## config.mk

```make
export PLATFORM = sky130hd
export DESIGN_NAME = fetch_ctrl
export DESIGN_NICKNAME = d
export VERILOG_FILES = /design/src/rtl/fetch_ctrl.sv
export SDC_FILE = /design/constraint.sdc
export NUM_CORES = 1
export LEC_CHECK = 0
export BUFFER_PORTS_ARGS = -buffer_cell sky130_fd_sc_hd__buf_2
export CORE_MARGIN = 5
export CORE_UTILIZATION = 45
export CTS_CLUSTER_DIAMETER = 200
export DETAILED_ROUTE_END_ITERATION = 7
export PLACE_DENSITY = 0.83
export SYNTH_ARGS = -nofsm -noshare
export SYNTH_HDL_FRONTEND = slang
export SYNTH_SLANG_ARGS = --single-unit
```

## constraint.sdc

```tcl
create_clock -name clk -period 3.2 [get_ports clk]
set_clock_uncertainty 0.2 [all_clocks]
set_input_delay 0.32 -clock clk [delete_from_list [all_inputs] [get_ports clk]]
set_output_delay 0.32 -clock clk [all_outputs]
set_load 0.1 [all_outputs]
```

## src/rtl/fetch_ctrl.sv

```systemverilog
// Instruction fetch controller: a three-state IDLE/REQ/HOLD FSM.
// It issues memory requests, captures instruction words for decode and handles branch redirects.
module fetch_ctrl #(
   parameter logic [31:0] RESET_VEC = 32'h00000000,
   parameter logic [31:0] TRAP_VEC  = 32'h00000100
) (
   input  logic        clk,
   input  logic        rst,
   output logic        imem_req,
   output logic [31:0] imem_addr,
   input  logic        imem_gnt,
   input  logic [31:0] imem_rdata,
   output logic        inst_valid,
   output logic [31:0] inst,
   output logic [31:0] inst_pc,
   input  logic        dec_ready,
   input  logic        redir_valid,
   input  logic [31:0] redir_target,
   output logic        misalign,
   output logic [31:0] pc,
   output logic [31:0] fetch_cnt
);

   typedef enum logic [1:0] {IDLE, REQ, HOLD} state_t;

   state_t state;
   logic   handshake;
   logic   redir_bad;

   assign imem_addr = pc;
   assign handshake = (state == HOLD) && dec_ready;
   assign redir_bad = (redir_target[1:0] != 2'b00);

   always_ff @(posedge clk or negedge rst) begin
      if (!rst) begin
         state      <= IDLE;
         pc         <= RESET_VEC;
         inst       <= '0;
         inst_pc    <= '0;
         fetch_cnt  <= '0;
         misalign   <= 1'b0;
         inst_valid <= 1'b0;
         imem_req   <= 1'b0;
      end else begin
         misalign <= 1'b0;
         // A handshake still counts even when a redirect lands in the same cycle
         if (handshake)
            fetch_cnt <= fetch_cnt + 32'd1;

         if (redir_valid) begin
            pc         <= redir_bad ? TRAP_VEC : redir_target;
            misalign   <= redir_bad;
            state      <= REQ;
            imem_req   <= 1'b1;
            inst_valid <= 1'b0;
         end else begin
            case (state)
               IDLE: begin
                  state    <= REQ;
                  imem_req <= 1'b1;
               end
               REQ: begin
                  if (imem_gnt) begin
                     inst       <= imem_rdata;
                     inst_pc    <= pc;
                     pc         <= pc + 32'd4;
                     state      <= HOLD;
                     imem_req   <= 1'b0;
                     inst_valid <= 1'b1;
                  end
               end
               HOLD: begin
                  if (dec_ready) begin
                     state      <= REQ;
                     imem_req   <= 1'b1;
                     inst_valid <= 1'b0;
                  end
               end
               default: begin
                  state      <= IDLE;
                  imem_req   <= 1'b0;
                  inst_valid <= 1'b0;
               end
            endcase
         end
      end
   end

endmodule

```

== Word level (Yosys, flattened, before mapping) ==
Cells that the tools add are included.
Widths: inputs -> output; s select.

* Register bits after elaboration: 133
* Bits in latches: 0
* RAM bits: 0
* Memory bits (read-only): 0
* Bits of input ports: 69
* Output and inout bits: 163
* Logic and storage cells: 42
* Memories kept: 0

* $add $sub $neg: 2
* $mul: 0
* Div/mod/pow operators: 0
* Magnitude comparators: 0
* Eq/ne operators: 5
* Shifts and indexed selects: 0
* Muxes and demuxes: 17
* Bitwise operators: 1
* Reduce and logical (&&, ||, !) cells: 9

{| class="wikitable"
|+ Operator list
! kind !! number
|-
| $mux 32 || 4
|-
| $add 32x1->32 const B || 1
|-
| $add 32x3->32 const B || 1
|-
| $mux 1 || 7
|-
| $mux 2 || 3
|-
| $ne 3x3->1 const B || 2
|-
| $pmux 1 s3 || 2
|-
| $pmux 2 s3 || 1
|-
| $reduce_and 3->1 || 2
|-
| $reduce_bool 2->1 || 3
|-
| $reduce_and 2->1 || 2
|-
| $eq 2x1->1 const B || 1
|-
| $eq 2x2->1 const B || 1
|-
| $logic_not 2->1 || 1
|-
| $ne 2x2->1 const B || 1
|-
| $logic_and 1x1->1 || 1
|-
| $not 1->1 || 1
|}

== Longest topological paths before layout ==
* Depth after elaboration: 4
* Depth in mapped cells: 6
* Gate-level depth less buffers: 6

== Worst setup path before layout ==
No wires, ideal clock.

* Kind: reg-to-reg
* From: reg fetch_cnt[8]
* To: reg fetch_cnt[29]
* Library setup time: 158 ps
* Arrival: 2,394 ps
* Required time: 2,842 ps
* Slack: 448 ps
* Stages on the path, launching flop included: 6
* Path buffers: 0
* Clock period less this slack: 2,752 ps
* Cell sequence: dfrtp_1 > nand3_1 > or4_4 > nor3_4 > nand4_1 > xnor2_1

* Word-level cells in the longest chain between the ends: 1

{| class="wikitable"
|+ RTL lines
! element !! line !! text
|-
| start, declared || 21 || <nowiki>output logic [31:0] fetch_cnt</nowiki>
|-
| start signal, assigned || 48 || <nowiki>fetch_cnt <= fetch_cnt + 32'd1;</nowiki>
|-
| $add 32x1->32 || 48 ||
|}

Every way passes these cells.
A chain may end at the register's enable or synchronous reset.

== Final worst setup path ==
* From: reg state[1]
* To: reg pc[31] (netlist: imem_addr[31])

* Word-level cells in the longest chain between the ends: 3

{| class="wikitable"
|+ RTL lines
! element !! line !! text
|-
| start, declared || 26 || <nowiki>state_t state;</nowiki>
|-
| start signal, assigned || 36 || <nowiki>state <= IDLE;</nowiki>
|-
| start signal, assigned || 53 || <nowiki>state <= REQ;</nowiki>
|-
| start signal, assigned || 59 || <nowiki>state <= REQ;</nowiki>
|-
| $eq 2x1->1 || 57 || <nowiki>case (state)</nowiki>
|-
| $reduce_bool 2->1 (no source line) || - ||
|-
| $reduce_and 2->1 (no source line) || - ||
|-
| end signal, assigned || 51 || <nowiki>pc <= redir_bad ? TRAP_VEC : redir_target;</nowiki>
|-
| end signal, assigned || 66 || <nowiki>pc <= pc + 32'd4;</nowiki>
|-
| end, declared || 20 || <nowiki>output logic [31:0] pc,</nowiki>
|}

Every way passes these cells.

==> out/results.tsv <==
metric	value	unit
slowest_stage	nor3_1	
top_level_ports	232	
clock_latency	0.41	ns
synth-seq-cells	132	
grt_pass1_vias	5239	
cts_root_buffer	clkbuf_16	
max_freq	399	MHz
min_period	2.51	ns
drv_cap	0	
synthTopCellsByArea	dfrtp_1 55%, mux2_2 12%, buf_4 4.0%	
dp_hpwl	10800	um
vias	5009	
synth_warnings	0	
outcome	finished clean	
core_area	13100	um2
hp-class	in2reg	
worstSetupEndpointType	flop	
grt_pass1_wl	27000	um
antenna_found_initial	0	
grt_max_degree	73	
post-place-ws	0.742	ns
grtUsageTotal	21.2	%
initial_core_util	45.6	%
path_max_fanout	11	
slew_viol_final	0	
whs	0.0404	ns
synth_area	5990	um2
numCtsBuffers	17	
netlist.area_leader.share	55.2	%
ir_worst_vdd	0.437	mV
synthArstFlopShare	100	%
synth_nets	578	
max_slew_margin	42.9	%
die_height	125	um
setup_violations	0	
hold_viol	0	
synthToLayoutAreaGrowth	40.6	%
ys.flop_type	dfrtp_1	
wl_per_cell	16.8	um
setup_tns	0	ns
fp-row-count	42	
synth_edf_count	0	
timing.final.ws_setup	0.692	ns
antenna_left	0	
crit_type	reg2reg	
critPathLaunchType	flop	
drt_iter0_markers	281	
fillers	996	
drive_above_1_share	43.7	%
crit_family	simple AND/OR/NAND/NOR gates	
place_congestion	0.807	
cts_buffer_depth	2	
firstDrtPassIters	4	
synth_cell_type_count	45	
yosysSeqAreaShare	55.2	%
netlist_instances	507	
path_cells	nand3b_1 > nor3_1 > nand4_1 > xor2_1 > o21ai_0	
crit_arrival	2.64	ns
rsz0062_at_grt	false	
totalWireLength	16300	um
tightest_slew	0.855	ns
htreeDepth	4	
cts_tree	done	
critPathRequiredTime	3.33	ns
antenna_cells	0	
p_leak	4.27	nW
viasPerCell	5.18	
drcViolationCount	0	
powerDensity	748	nW/um2
clock-sinks	132	
fin_nets	849	
path_clk_slew	0.06	ns
slowest_delay	0.70	ns
overflow	0	
synth_area_per_cell	11.8	um2
path_buf_inv	0	
port_buffers	231	
die_area	15700	um2
r2r_slack	0.69	ns
yosysTopAreaCell	dfrtp_1	
fp.dieW	125	um
timing.final.crit_share	78.4	%
## worst paths after layout
check,from,endpoint,cells after the start
max in group asynchronous,rst,inst_pc[23]$_DFFE_PN0P_,3
worst max-delay path,state[1]$_DFFE_PN0P_,imem_addr[31]$_DFFE_PN0P_,5
worst max register to register,state[1]$_DFFE_PN0P_,imem_addr[31]$_DFFE_PN0P_,5
min in group asynchronous,rst,inst_pc[11]$_DFFE_PN0P_,2
worst min-delay path,redir_target[8],imem_addr[8]$_DFFE_PN0P_,3
worst min register to register,fetch_cnt[26]$_DFFE_PN0P_,fetch_cnt[26]$_DFFE_PN0P_,1
## Yosys cell counts (8+ instances only)
library cell  count
a21oi_1          16
buf_4            32
clkbuf_1          8
dfrtp_1         132
mux2_2           65
nand2_1          46
nand3_1          21
nand4_1          14
nor2_1           27
o21ai_0          24
xnor2_1          25
xor2_1           26
## cell usage in the layout, fill, tap and decap left out, types with 2 or more instances in the layout
cell type	n
buf_2	230
dfrtp_1	132
mux2_2	65
dlygate4sd3_1	63
nand2_1	46
nor2_1	27
xor2_1	26
xnor2_1	25
o21ai_0	24
nand3_1	21
clkbuf_16	17
a21oi_1	16
nand4_1	14
and3_1	7
nor3_1	7
bufinv_16	5
a31oi_1	4
buf_4	4
and4_1	3
inv_1	3
a32o_1	3
o21a_1	2
nand3b_1	2
nor3_4	2
nand4b_1	2
nand2b_1	2
a21o_1	2
nor2b_1	2
nor4_4	2
a22o_1	2
or2_2	2
ha_1	2
clkinvlp_4	2
clkinv_4	2
clkinv_2	2
clkbuf_8	2
## what timing repair did
| action | in CTS | in global routing |
|---|---|---|
| setup buffers | 0 | 0 |
| gates resized for setup | 0 | 0 |
| hold endpoints to repair | 132 | 0 |
| hold buffers | 63 | 0 |
## state kept, by name, indices dropped and copies added, names as in the netlist
signal / count
state: 2
inst_valid: 1
misalign: 1
imem_addr: 32
fetch_cnt: 32
inst: 32
inst_pc: 32
## layer usage
layer,vias to the layer above,wire [um],GRT usage (%)
met5,-,0,0
met4,0,381,8.10
met3,35,1120,6.18
met1,2465,6500,25.8
li1,2293,-,-
met2,216,8280,35.6
## final cells by class
class	instances	area [um2]	share of cell area (%)
inverters	3	11.3	0.134
flip-flops and latches	132	3300	39.3
repair buffers	299	1840	21.9
well taps	176	220	2.62
clock inverters	12	201	2.39
clock buffers	20	457	5.43
multi-input cells	325	2380	28.3
## worst min-delay path: stages
cell	delay [ns]
buf_2	0.08
o22ai_1	0.07
a22oi_1	0.13
## cell families after synthesis
kind of cell | Yosys count | share of synthesized area (%)
DFF | 132 | 55.2
AOI/OAI and AO/OA | 57 | 5.60
muxes | 66 | 12.4
adders and majority gates | 2 | 0.418
xor gates and xnor gates | 51 | 7.46
and+or+nand+nor | 149 | 13.6
buffers and inverters | 50 | 5.29
## power by group
part / internal, mW / leakage [nW] / switching (mW) / total [mW]
Sequential: 1.85 / 1.72 / 0.137 / 1.99
Combinational: 0.380 / 2.23 / 1.78 / 2.16
Clock: 1.43 / 0.317 / 0.720 / 2.15
Total: 3.66 / 4.27 / 2.64 / 6.30
## stage by stage
step	cell area, um2	cells	total power [mW]	util (%)
finish	8410	967	6.30	64.0
global route	8410	967	6.51	64.0
CTS	8410	967	6.33	64.0
detailed placement	7120	872	4.11	54.2
global placement	7120	872	4.08	54.2
floorplan	5990	507	3.75	-
No activity file was read; power rests on OpenSTA's default activity.
